==> config.mk <==
export PLATFORM = sky130hd
export DESIGN_NAME = pc_sequencer
export DESIGN_NICKNAME = d
export VERILOG_FILES = /design/src/rtl/pc_sequencer.sv
export SDC_FILE = /design/constraint.sdc
export NUM_CORES = 1
export LEC_CHECK = 0
export CAP_MARGIN = 30
export CORE_ASPECT_RATIO = 1.1
export CORE_UTILIZATION = 48
export DETAILED_ROUTE_END_ITERATION = 10
export PLACE_DENSITY = 0.79
export SYNTH_ARGS = -nofsm -noshare
export SYNTH_HDL_FRONTEND = slang
export SYNTH_SLANG_ARGS = --single-unit
export TNS_END_PERCENT = 10
==> constraint.sdc <==
create_clock -name clk -period 3.45 [get_ports clk]
set_input_delay 0.69 -clock clk [delete_from_list [all_inputs] [get_ports clk]]
set_output_delay 0.69 -clock clk [all_outputs]
set_load 0.02 [all_outputs]
==> src/rtl/pc_sequencer.sv <==
// Program-counter sequencer for the fetch stage.
// Holds the fetch PC and drives a valid/ready fetch request. Redirects are
// applied in fixed priority: trap, then branch redirect, then halt, then the
// sequential advance. A small circular buffer records the most recently
// accepted fetch PCs for debug and exception reporting.
module pc_sequencer #(
   parameter int unsigned ADDR_WIDTH   = 32,
   parameter logic [31:0] RESET_VECTOR = 32'h3000_0000,
   parameter int unsigned INSTR_BYTES  = 4,
   parameter int unsigned HIST_DEPTH   = 4
) (
   input  logic                          clk,
   input  logic                          arst,
   input  logic                          i_fetch_ready,
   input  logic                          i_stall,
   input  logic                          i_redirect_valid,
   input  logic [ADDR_WIDTH-1:0]         i_redirect_pc,
   input  logic                          i_trap_valid,
   input  logic [ADDR_WIDTH-1:0]         i_trap_vector,
   input  logic                          i_halt_req,
   input  logic                          i_resume,
   input  logic [$clog2(HIST_DEPTH)-1:0] i_hist_idx,
   output logic [ADDR_WIDTH-1:0]         o_pc,
   output logic                          o_pc_valid,
   output logic                          o_misaligned,
   output logic                          o_halted,
   output logic [ADDR_WIDTH-1:0]         o_hist_pc,
   output logic [$clog2(HIST_DEPTH):0]   o_hist_count
);

   localparam int unsigned           IDX_W    = $clog2(HIST_DEPTH);
   localparam logic [ADDR_WIDTH-1:0] RST_PC   = ADDR_WIDTH'(RESET_VECTOR);
   localparam logic [ADDR_WIDTH-1:0] STEP     = ADDR_WIDTH'(INSTR_BYTES);
   // Low address bits that must be zero for an instruction-aligned PC.
   localparam logic [ADDR_WIDTH-1:0] LOW_MASK = ADDR_WIDTH'(INSTR_BYTES - 1);
   localparam logic [IDX_W:0]        CNT_MAX  = (IDX_W + 1)'(HIST_DEPTH);

   typedef enum logic [1:0] {
      BOOT   = 2'd0,
      RUN    = 2'd1,
      HALTED = 2'd2
   } state_t;

   state_t                  state, state_n;
   logic [ADDR_WIDTH-1:0]   pc, pc_n;
   logic                    mis_q, mis_n;
   logic                    accept;
   logic                    push;

   logic [ADDR_WIDTH-1:0]   hist [HIST_DEPTH];
   logic [IDX_W-1:0]        wp;
   logic [IDX_W:0]          cnt;
   logic [IDX_W-1:0]        rd_idx;

   function automatic logic [ADDR_WIDTH-1:0] align_pc(input logic [ADDR_WIDTH-1:0] x);
      return x & ~LOW_MASK;
   endfunction

   function automatic logic is_misaligned(input logic [ADDR_WIDTH-1:0] x);
      return |(x & LOW_MASK);
   endfunction

   assign accept = (state == RUN) && i_fetch_ready && !i_stall;

   // Next-state, next-PC and history-push decode.
   always_comb begin
      state_n = state;
      pc_n    = pc;
      mis_n   = 1'b0;
      push    = 1'b0;
      unique case (state)
         BOOT: begin
            state_n = RUN;
         end
         RUN: begin
            // A fetch accepted in the same cycle as a redirect still completed.
            push = accept;
            if (i_trap_valid) begin
               pc_n  = align_pc(i_trap_vector);
               mis_n = is_misaligned(i_trap_vector);
            end else if (i_redirect_valid) begin
               pc_n  = align_pc(i_redirect_pc);
               mis_n = is_misaligned(i_redirect_pc);
            end else if (i_halt_req) begin
               state_n = HALTED;
            end else if (accept) begin
               pc_n = pc + STEP;
            end
         end
         HALTED: begin
            if (i_trap_valid) begin
               pc_n    = align_pc(i_trap_vector);
               mis_n   = is_misaligned(i_trap_vector);
               state_n = RUN;
            end else if (i_resume) begin
               state_n = RUN;
            end else if (i_redirect_valid) begin
               // Debugger-style PC load: the core stays halted.
               pc_n  = align_pc(i_redirect_pc);
               mis_n = is_misaligned(i_redirect_pc);
            end
         end
         default: begin
            state_n = BOOT;
         end
      endcase
   end

   // FSM state, PC and misalignment pulse registers.
   always_ff @(posedge clk) begin
      if (arst) begin
         state <= BOOT;
         pc    <= RST_PC;
         mis_q <= 1'b0;
      end else begin
         state <= state_n;
         pc    <= pc_n;
         mis_q <= mis_n;
      end
   end

   // History buffer: write the pre-update PC on each accepted fetch.
   always_ff @(posedge clk) begin
      if (arst) begin
         for (int i = 0; i < HIST_DEPTH; i++) begin
            hist[i] <= RST_PC;
         end
         wp  <= '0;
         cnt <= '0;
      end else if (push) begin
         hist[wp] <= pc;
         wp       <= wp + IDX_W'(1);
         if (cnt != CNT_MAX) begin
            cnt <= cnt + (IDX_W + 1)'(1);
         end
      end
   end

   // Index 0 is the newest entry; unfilled slots read as the reset vector.
   always_comb begin
      rd_idx = wp - IDX_W'(1) - i_hist_idx;
      if ({1'b0, i_hist_idx} >= cnt) begin
         o_hist_pc = RST_PC;
      end else begin
         o_hist_pc = hist[rd_idx];
      end
   end

   assign o_pc         = pc;
   assign o_pc_valid   = (state == RUN);
   assign o_halted     = (state == HALTED);
   assign o_misaligned = mis_q;
   assign o_hist_count = cnt;

endmodule

== Yosys cells after proc, flatten, opt, wreduce, memory -nomap -nowiden ==
Memory sizes are Yosys's and may differ from the RTL's.
Cells that the tools add are included.
Storage, ports and cells
  ROM bits: 0
  logic and storage cells: 63
  input bits: 74
  latch bits: 0
  flip-flop bits (word level): 40
  memories: 1
  RAM bits: 128
  output and inout port bits: 70
Memory list
  hist: words 4, width 32, rd ports 1, clocked after memory_dff 0, wr ports 4, line 50  | logic [ADDR_WIDTH-1:0] hist [HIST_DEPTH];
Operators by class
  $mul: 0
  equality and inequality tests: 11
  magnitude comparators: 1
  reduce and logical (&&, ||, !) cells: 11
  multiplexer cells: 29
  divide/modulo/power cells: 0
  shift operators: 0
  add/subtract/negate cells: 5
  bitwise logic cells: 0
Operators with widths (number)
  $mux W32: 9
  $pmux W32 S2: 1
  $add A32 B3 Y32 const B: 1
  $reduce_or A32 Y1: 1
  $mux W2: 6
  $ne A3 B3 Y1 const B: 4
  $mux W1: 11
  $ne A2 B2 Y1 const B: 3
  $pmux W2 S3: 1
  $reduce_and A5 Y1: 1
  $ne A4 B3 Y1 const B: 1
  $ne A4 B4 Y1 const B: 1
  $reduce_and A4 Y1: 1
  $reduce_or A2 Y1: 2
  $add A3 B1 Y3 const B: 1
  $ge A2 B3 Y1: 1
  $add A2 B1 Y2 const B: 1
  $eq A2 B1 Y1 const B: 1
  $eq A2 B2 Y1 const B: 1
  $logic_and A1 B1 Y1: 2
  $logic_not A2 Y1: 1
  $pmux W1 S2: 1
  $reduce_and A2 Y1: 1
  $reduce_bool A2 Y1: 1
  other kinds (3): 3

== Logic depth before layout (Yosys ltp) ==
Gate-level depths: netlist of the first run.
  depth after elaboration: 9
  gate-level depth with buffers: 8

== Worst setup path after synthesis of the first run ==
Ideal clock, no wire load.
  path kind: flip-flop to flip-flop
  start: register state[1]
  end: memory hist[2][10] (enable)
  stages on the path, launching flop included: 5
  required time: 2.988 ns
  period minus slack after synthesis: 3.599 ns
  arrival time: 3.137 ns
  path slack: -0.149 ns
  library setup time: 0.462 ns
  path through: dfxtp_1 inv_1 ha_1 nand3b_1 o21ai_0
RTL lines
  start, declared: line 44  | state_t state, state_n;
  start signal, assigned: line 116  | state <= state_n;
  end, declared: line 50

== Worst setup path in the final report of the first run ==
  start: input port i_hist_idx[0]
  end: output port o_hist_pc[3]
Between the ends
  longest elaborated chain between the ends: 3
  elaborated cells on any way between the ends: 4
RTL lines
  start, declared: line 22  | input logic [$clog2(HIST_DEPTH)-1:0] i_hist_idx,
  $sub A2 B2 Y2: line 141  | rd_idx = wp - IDX_W'(1) - i_hist_idx;
  $mem_v2 Z4 W32
  $mux W32 *: line 142  | if ({1'b0, i_hist_idx} >= cnt) begin
  end, declared: line 27  | output logic [ADDR_WIDTH-1:0] o_hist_pc,
Mark *: on every way between the ends. The rest lies on a longest branch, timed or not.

==> impl_table.tex, run 1 <==
\begin{tabular}{lr}
\hline
Metric & Value \\
\hline
\multicolumn{2}{l}{\textbf{Status}} \\
\quad Status & finished clean \\
\multicolumn{2}{l}{\textbf{Logic synthesis}} \\
\quad Fraction of post-synthesis cell area in the top cell type by area & 0.444 \\
\quad Part of the Yosys area used for sequential elements & 0.535 \\
\quad Dominant cells by area after synthesis & sky130\_fd\_sc\_hd\_\_edfxtp\_1, sky130\_fd\_sc\_hd\_\_dfxtp\_1, sky130\_fd\_sc\_hd\_\_mux4\_2, sky130\_fd\_sc\_hd\_\_and3\_1, sky130\_fd\_sc\_hd\_\_nor2b\_1 \\
\quad Count of yosys warnings during synthesis & 0 \\
\quad Largest family of logic cells by synthesized area & simple AND/OR/NAND/NOR gates \\
\quad Synthesized-area fraction occupied by adder cells & 0.0164 \\
\quad Count of distinct cell types in the synthesized netlist & 69 \\
\quad Count of flip-flops with a built-in enable after synthesis & 124 \\
\quad Top\_reg\_cell synth & sky130\_fd\_sc\_hd\_\_edfxtp\_1 \\
\quad Synth area leader & sky130\_fd\_sc\_hd\_\_edfxtp\_1 \\
\quad Multiplexer share of the synthesized area & 0.0892 \\
\quad Compound-cell area share of the yosys netlist & 0.113 \\
\quad Mean Syn Cell Area & 11.4 sq um \\
\quad Number of synthesized register bits & 162 \\
\quad Synthesized netlist cell count & 733 \\
\quad Asr flop ratio synth & 0 \\
\quad Xor and xnor fraction of the mapped netlist area & 0.0115 \\
\quad Cell area after synthesis & 8390 sq um \\
\quad Simple-gate share of the synthesized area & 0.196 \\
\multicolumn{2}{l}{\textbf{STA}} \\
\quad Share of the cycle needed by the critical path after routing & 0.982 \\
\quad Worst-Margin Slew & 0.979 ns \\
\quad Final setup violation count & 0 \\
\quad Remaining max-slew budget at the tightest pin & 0.345 \\
\quad Slew Viols, Final & 0 \\
\quad Final setup slack of the worst path & 0.0632 ns \\
\quad Setup repair after global routing missed its margin & yes \\
\quad Period minus WS final & 3.39 ns \\
\quad Hold WS & 0.565 ns \\
\quad Final Hold Vio Count & 0 \\
\quad Setup\_tns & 0 ns \\
\quad Maximum clock rate & 295 MHz \\
\quad Worst clock skew & 0.0168 ns \\
\multicolumn{2}{l}{\textbf{Drt}} \\
\quad DR iter-0 viols & 622 \\
\quad Number of vias after detailed routing & 6741 \\
\quad Number of detailed-routing iterations run before antenna repair & 5 \\
\quad Final WL & 22.5 mm \\
\quad Avg WL per Cell & 20.0 microns \\
\quad DR vias/cell & 6.01 \\
\quad Number of antenna-violating nets in the routed design & 0 \\
\quad DRC Markers & 0 \\
\multicolumn{2}{l}{\textbf{Clocking}} \\
\quad Clock Tree Root & sky130\_fd\_sc\_hd\_\_clkbuf\_16 \\
\quad CTS hold repair buffers & 0 \\
\quad Maximum buffer depth of the clock tree & 2 \\
\quad Max H-tree Level & 4 \\
\quad Number of buffers created by CTS & 17 \\
\quad Total number of clock tree sinks & 162 \\
\quad Clock edge transition at the registers on the reported setup and hold paths & 0.06 ns \\
\quad Later-pin clock latency in the skew report & 0.42 ns \\
\quad CTS tree & yes \\
\multicolumn{2}{l}{\textbf{Worst setup path}} \\
\quad Worst setup path category & input pin to output port \\
\quad Setup crit end kind & output port \\
\quad Setup slack, reg-to-reg & 0.86 ns \\
\quad Reg-to-reg critical path startpoint & o\_pc[8] \\
\quad FF-to-FF End & o\_pc[29] \\
\quad Signal arrival time at the worst endpoint & 2.70 ns \\
\quad Kind of start point of the critical path & input pin \\
\quad Maximum fanout encountered on the critical timing path & 10 \\
\quad Worst Reg-to-Reg Cells & 5 \\
\quad Worst endpoint required time & 2.76 ns \\
\multicolumn{2}{l}{\textbf{Finish}} \\
\quad Top library cells by usage in the layout, fill and taps aside & sky130\_fd\_sc\_hd\_\_edfxtp\_1, sky130\_fd\_sc\_hd\_\_clkdlybuf4s50\_1, sky130\_fd\_sc\_hd\_\_and3\_1 \\
\quad Area Overhead vs Synth & 28.8\% \\
\quad Layout Cells excl Fill & 1122 \\
\quad Antenna diode count & 0 \\
\quad Final \#Nets & 960 \\
\quad Number of fillers in the final layout & 1319 \\
\quad Commonest non-fill, non-tap cell in the layout & sky130\_fd\_sc\_hd\_\_edfxtp\_1 \\
\quad Fraction of layout cells with a size suffix above 1 & 0.162 \\
\multicolumn{2}{l}{\textbf{Placed design}} \\
\quad Count of port buffers added during placement & 141 \\
\quad Global placement routability congestion & 0.894 \\
\quad Count of placed standard cells including taps & 1089 \\
\quad Pre-CTS WS & -0.396 ns \\
\quad Dpl hpwl & 14.9 mm \\
\multicolumn{2}{l}{\textbf{Floorplan}} \\
\quad Horizontal die dimension & 128 microns \\
\quad Die Y-Extent & 141 microns \\
\quad Standard cell core area & 17100 sq um \\
\quad Area of the die & 18000 sq um \\
\quad Count of boundary I/O pins & 144 \\
\quad Site Rows & 50 \\
\quad Initial core utilization & 0.491 \\
\multicolumn{2}{l}{\textbf{Hold path}} \\
\quad Worst hold stages & 2 \\
\quad Min-Delay Path Class & flip-flop to flip-flop \\
\quad End of the worst hold path & o\_hist\_count[1] \\
\quad Startpoint of the worst hold path & o\_hist\_count[1] \\
\multicolumn{2}{l}{\textbf{Global routing}} \\
\quad Maximum number of pins on one net before global-route repair & 53 \\
\quad Vias in the first global route & 6487 \\
\quad Global Route Usage Sum & 0.257 \\
\quad First-pass GRT wire length & 35.0 mm \\
\quad Initial antenna violation count & 0 \\
\quad GRT Residual Overflow & 0 \\
\multicolumn{2}{l}{\textbf{Flow run}} \\
\quad MaxCap Viol Count & 0 \\
\multicolumn{2}{l}{\textbf{Power and ir drop}} \\
\quad Pwr Density & 600 nW/um\^{}2 \\
\quad Final total power & 6.48 mW \\
\quad VDD IR max & 0.417 mV \\
\quad Leakage & 4.12 nW \\
\hline
\end{tabular}
-- kinds of logic (layout without fill, tap and decap cells) --
logic type / Yosys count / count (layout)
xor gates and xnor gates: 11 / 11
AOI/OAI and AO/OA: 139 / 139
DFF: 162 / 162
buffers and inverters: 81 / 231
other: 1 / 6
and+or+nand+nor: 292 / 292
muxes: 36 / 36
adders and majority gates: 11 / 11
-- synthesized netlist by cell type, types with 4 or more instances --
master / n
sky130_fd_sc_hd__dfxtp_1: 38
sky130_fd_sc_hd__ha_1: 11
sky130_fd_sc_hd__a21oi_1: 33
sky130_fd_sc_hd__a31oi_1: 6
sky130_fd_sc_hd__nor4_1: 6
sky130_fd_sc_hd__mux2i_1: 5
sky130_fd_sc_hd__clkbuf_1: 57
sky130_fd_sc_hd__nor2_1: 41
sky130_fd_sc_hd__nor2b_1: 35
sky130_fd_sc_hd__and2_1: 26
sky130_fd_sc_hd__nand2b_1: 7
sky130_fd_sc_hd__a22o_1: 4
sky130_fd_sc_hd__mux4_2: 31
sky130_fd_sc_hd__xnor2_1: 5
sky130_fd_sc_hd__a221oi_1: 10
sky130_fd_sc_hd__a21o_1: 4
sky130_fd_sc_hd__and3_1: 81
sky130_fd_sc_hd__xor2_1: 6
sky130_fd_sc_hd__inv_1: 15
sky130_fd_sc_hd__o21ai_0: 36
sky130_fd_sc_hd__nand4_1: 13
sky130_fd_sc_hd__nand2_1: 35
sky130_fd_sc_hd__o22ai_1: 6
sky130_fd_sc_hd__or2_2: 4
sky130_fd_sc_hd__a211oi_1: 5
sky130_fd_sc_hd__nor3_1: 14
sky130_fd_sc_hd__edfxtp_1: 124
sky130_fd_sc_hd__nand3_1: 16
-- how the worst max path moves through the flow --
stage | start | cells after the start | slack [ns] | to
detailed placement | i_hist_idx[0] | 9 | -0.40 | o_hist_pc[28]
CTS | i_hist_idx[0] | 10 | -0.02 | o_hist_pc[13]
global placement | i_hist_idx[0] | 9 | -0.39 | o_hist_pc[29]
floorplan | i_hist_idx[0] | 6 | 0.20 | o_hist_pc[1]
finish | i_hist_idx[0] | 10 | 0.06 | o_hist_pc[3]
global route | i_hist_idx[0] | 10 | -0.008 | o_hist_pc[28]
-- worst max-delay path: stages --
cell	delay, ns
sky130_fd_sc_hd__clkdlybuf4s50_1	0.49
sky130_fd_sc_hd__inv_2	0.06
sky130_fd_sc_hd__ha_4	0.16
sky130_fd_sc_hd__xor2_2	0.15
sky130_fd_sc_hd__xnor2_2	0.14
sky130_fd_sc_hd__buf_6	0.14
sky130_fd_sc_hd__buf_12	0.14
sky130_fd_sc_hd__mux4_2	0.30
sky130_fd_sc_hd__nor2b_1	0.15
sky130_fd_sc_hd__clkdlybuf4s15_1	0.28
-- cell type report --
type	count	area [sq um]	share of cell area
tap	234	293	0.0271
timing repair buffer	184	1750	0.162
clock inverter	10	138	0.0127
sequential	162	4480	0.415
multi-input combinational	495	3640	0.337
clock buffer	22	444	0.0411
inverter	15	56.3	0.00521
-- layer usage --
layer / vias up / part of all wire / global-route usage / wire [microns]
li1: 3070 / - / - / -
met1: 3270 / 0.40 / 0.330 / 8880
met2: 365 / 0.50 / 0.440 / 11200
met3: 36 / 0.088 / 0.0524 / 1980
met4: 0 / 0.018 / 0.0755 / 411
met5: - / 0 / 0 / 0
-- through the flow --
step,area (sq um),util
6_report,10800,0.633
3_5_place_dp,10300,0.601
4_1_cts,10900,0.636
2_1_floorplan,8410,-
5_1_grt,10800,0.633
3_3_place_gp,10300,0.601
-- report_power, final --
group,total (mW),internal (mW),switching [mW]
combinational,1.96,0.902,1.06
clock,1.87,1.14,0.737
sequential,2.65,2.30,0.345
-- repair_timing --
| item | in CTS | in global routing |
|---|---|---|
| pin swaps | 1 | 1 |
| resized for setup | 75 | 19 |
| setup endpoints to repair | 32 | 32 |
| setup buffers | 1 | 0 |
-- registers in the layout (all words and copies together), names as in the netlist --
register	flops
state	2
hist	124
wp	2
o_pc	30
o_misaligned	1
o_hist_count	3
Note: power is estimated with default switching activity, not from simulation.
==> inputs of run 2 (changes only) <==
--- a/config.mk
+++ b/config.mk
@@ -8,7 +8,9 @@
 export CAP_MARGIN = 30
 export CORE_ASPECT_RATIO = 1.1
-export CORE_UTILIZATION = 48
+export CORE_UTILIZATION = 58
 export DETAILED_ROUTE_END_ITERATION = 10
+export DONT_BUFFER_PORTS = 1
 export PLACE_DENSITY = 0.79
+export SKIP_CTS_REPAIR_TIMING = 1
 export SYNTH_ARGS = -nofsm -noshare
 export SYNTH_HDL_FRONTEND = slang
==> constraint.sdc (replaced) <==
create_clock -name clk -period 3.45 [get_ports clk]
set_input_delay 0.345 -clock clk [delete_from_list [all_inputs] [get_ports clk]]
set_output_delay 0.345 -clock clk [all_outputs]
set_load 0.02 [all_outputs]
==> impl_table.tex, run 2 (same netlist as run 1, synthesis figures left out) <==
\begin{tabular}{lr}
\hline
Metric & Value \\
\hline
\multicolumn{2}{l}{\textbf{Power and ir drop}} \\
\quad VDD IR max & 0.492 mV (+18\%) \\
\quad Psw & 2.04 mW (-4.7\%) \\
\quad Leakage & 3.52 nW (-15\%) \\
\quad Internal Power & 4.16 mW (-4.2\%) \\
\quad Net switching share of the total power & 0.329 (-0.00111) \\
\quad Clock power frac & 0.324 (+0.035) \\
\quad Combinational cell fraction of total power & 0.228 (-0.075) \\
\quad Sequential power share & 0.448 (+0.040) \\
\quad Pwr Density & 667 nW/um\^{}2 (+11\%) \\
\multicolumn{2}{l}{\textbf{Placed design}} \\
\quad Dpl hpwl & 14.3 mm (-4.0\%) \\
\quad Count of placed standard cells including taps & 892 (-18\%) \\
\quad Global placement routability congestion & 0.837 (-6.4\%) \\
\quad Count of port buffers added during placement & 0 (-100\%) \\
\multicolumn{2}{l}{\textbf{Global routing}} \\
\quad Global Route Usage Sum & 0.299 (+0.0424) \\
\quad Initial antenna violation count & 0 (unchanged) \\
\quad Maximum number of pins on one net before global-route repair & 48 (-9.4\%) \\
\quad First-pass GRT wire length & 32.5 mm (-7.1\%) \\
\quad Vias in the first global route & 5984 (-7.8\%) \\
\quad GRT Residual Overflow & 0 (unchanged) \\
\multicolumn{2}{l}{\textbf{STA}} \\
\quad Setup\_tns & 0 ns (unchanged) \\
\quad Final Hold Vio Count & 0 (unchanged) \\
\quad Slew Viols, Final & 0 (unchanged) \\
\quad Final setup violation count & 0 (unchanged) \\
\quad Worst-Margin Slew & 1.03 ns (+0.0546 ns) \\
\quad Period minus WS final & 3.27 ns (-0.116 ns) \\
\quad Maximum clock rate & 306 MHz (+3.6\%) \\
\quad Share of the cycle needed by the critical path after routing & 0.948 (-0.0337) \\
\quad Hold WS & 0.0116 ns (-0.553 ns) \\
\quad Worst clock skew & 0.00938 ns (-0.00742 ns) \\
\quad Remaining max-slew budget at the tightest pin & 0.308 (-0.0366) \\
\quad Setup repair after global routing missed its margin & no \\
\multicolumn{2}{l}{\textbf{Floorplan}} \\
\quad Area of the die & 14900 sq um (-17\%) \\
\quad Horizontal die dimension & 117 microns (-8.9\%) \\
\quad Initial core utilization & 0.601 (+0.110) \\
\quad Count of boundary I/O pins & 144 (unchanged) \\
\quad Die Y-Extent & 128 microns (-8.9\%) \\
\quad Site Rows & 45 (-10\%) \\
\quad Standard cell core area & 14000 sq um (-18\%) \\
\multicolumn{2}{l}{\textbf{Clocking}} \\
\quad Later-pin clock latency in the skew report & 0.43 ns (about the same) \\
\quad CTS tree & yes \\
\quad Clock Tree Root & sky130\_fd\_sc\_hd\_\_clkbuf\_16 \\
\quad Clock edge transition at the registers on the reported setup and hold paths & 0.06 ns (about the same) \\
\quad Number of buffers created by CTS & 17 (unchanged) \\
\quad Maximum buffer depth of the clock tree & 2 (unchanged) \\
\quad Max H-tree Level & 4 (unchanged) \\
\quad Total number of clock tree sinks & 162 (unchanged) \\
\multicolumn{2}{l}{\textbf{Finish}} \\
\quad Flip-flop count of the largest register after layout & 124 (unchanged) \\
\quad Area Overhead vs Synth & 10.8\% \\
\quad Layout Cells excl Fill & 925 (-18\%) \\
\quad Top library cells by usage in the layout, fill and taps aside & sky130\_fd\_sc\_hd\_\_edfxtp\_1, sky130\_fd\_sc\_hd\_\_and3\_1, sky130\_fd\_sc\_hd\_\_nor2\_1 \\
\quad Commonest non-fill, non-tap cell in the layout & sky130\_fd\_sc\_hd\_\_edfxtp\_1 \\
\quad Fraction of layout cells with a size suffix above 1 & 0.145 (-0.0170) \\
\quad Register with the highest flop count & hist \\
\quad Antenna diode count & 0 (unchanged) \\
\quad Final \#Nets & 810 (-16\%) \\
\multicolumn{2}{l}{\textbf{Hold path}} \\
\quad Min-Delay Path Class & input pin to flip-flop \\
\quad Startpoint of the worst hold path & arst \\
\multicolumn{2}{l}{\textbf{Worst setup path}} \\
\quad Worst setup path start & wp[0] \\
\quad Setup crit end kind & output port \\
\quad Kind of start point of the critical path & flip-flop \\
\quad Maximum fanout encountered on the critical timing path & 20 (+10) \\
\quad Ordered cell list for the critical path & ha\_2 -> xor2\_1 -> xnor2\_2 -> buf\_12 -> mux4\_2 -> or2\_2 \\
\quad Worst endpoint required time & 3.11 ns (+0.35 ns) \\
\quad Largest stage delay on the critical path & 0.68 ns (+0.19 ns) \\
\quad Reg-to-reg critical path startpoint & state[1] \\
\quad Signal arrival time at the worst endpoint & 2.93 ns (+0.23 ns) \\
\quad Bufs and invs on worst path & 1 (-4) \\
\quad Cell with the largest stage delay on the worst path & sky130\_fd\_sc\_hd\_\_xnor2\_2 \\
\quad Worst setup path category & flip-flop to output port \\
\quad Cell family with the largest share of critical-path delay & XOR/XNOR gates \\
\multicolumn{2}{l}{\textbf{Drt}} \\
\quad DRC Markers & 0 (unchanged) \\
\quad DR vias/cell & 6.62 (+10\%) \\
\quad Avg WL per Cell & 23.3 microns (+17\%) \\
\quad Number of detailed-routing iterations run before antenna repair & 8 (+3) \\
\quad Final WL & 21.6 mm (-3.9\%) \\
\quad DR iter-0 viols & 640 (+2.9\%) \\
\quad Number of antenna-violating nets in the routed design & 0 (unchanged) \\
\quad Number of vias after detailed routing & 6124 (-9.2\%) \\
\multicolumn{2}{l}{\textbf{Status}} \\
\quad Status & finished clean \\
\multicolumn{2}{l}{\textbf{Flow run}} \\
\quad MaxCap Viol Count & 0 (unchanged) \\
\hline
\end{tabular}
[run 2: worst reg2reg max path, stage by stage (launching register included)]
cell	delay, ns
sky130_fd_sc_hd__dfxtp_1	0.34
sky130_fd_sc_hd__inv_1	0.10
sky130_fd_sc_hd__ha_1	0.41
sky130_fd_sc_hd__nor3b_1	0.44
sky130_fd_sc_hd__a221o_1	0.54
sky130_fd_sc_hd__buf_4	0.26
sky130_fd_sc_hd__buf_4	0.20
sky130_fd_sc_hd__o21ai_0	0.10
sky130_fd_sc_hd__a21oi_1	0.19
[run 2: layout make-up]
| cell class | count | area, sq um |
|---|---|---|
| multi-input cells | 495 | 3620 |
| clock buffers | 24 | 462 |
| flip-flops and latches | 162 | 4480 |
| fillers | 1054 | 4670 |
| repair buffers | 34 | 273 |
| well taps | 188 | 235 |
| clock inverters | 7 | 160 |
| inverters | 15 | 56.3 |
[run 2: through the flow]
step	setup WS, ns	utilization	instance area (sq um)	total power, mW
global route	0.0523	0.666	9290	6.42
global placement	0.675	0.620	8650	4.12
finish	0.179	0.666	9290	6.20
floorplan	0.689	-	8410	3.75
detailed placement	0.621	0.620	8650	4.19
CTS	0.166	0.664	9270	6.18
[run 2: worst paths after layout]
check	endpoint	slack, ns	depth (start not counted)
worst max register to register	o_pc[15]	0.79	8
worst min register to register	state[1]	0.58	2
worst min-delay path	o_pc[25]	0.01	1
worst max-delay path	o_hist_pc[29]	0.18	6
[run 2: power groups by stage]
stage,Clock (mW),Combinational [mW],Sequential (mW)
2_1_floorplan,0,1.11,2.64
5_1_grt,2.08,1.53,2.81
3_5_place_dp,0,1.39,2.81
6_report,2.01,1.41,2.78
3_3_place_gp,0,1.34,2.79
4_1_cts,2.02,1.39,2.77
[run 2: per-layer routing]
| metal | part of all wire | wire length [microns] | track usage |
|---|---|---|---|
| met2 | 0.49 | 10500 | 0.483 |
| met4 | 0.023 | 488 | 0.103 |
| met1 | 0.39 | 8420 | 0.385 |
| met5 | 0 | 0 | 0 |
| met3 | 0.10 | 2210 | 0.0894 |
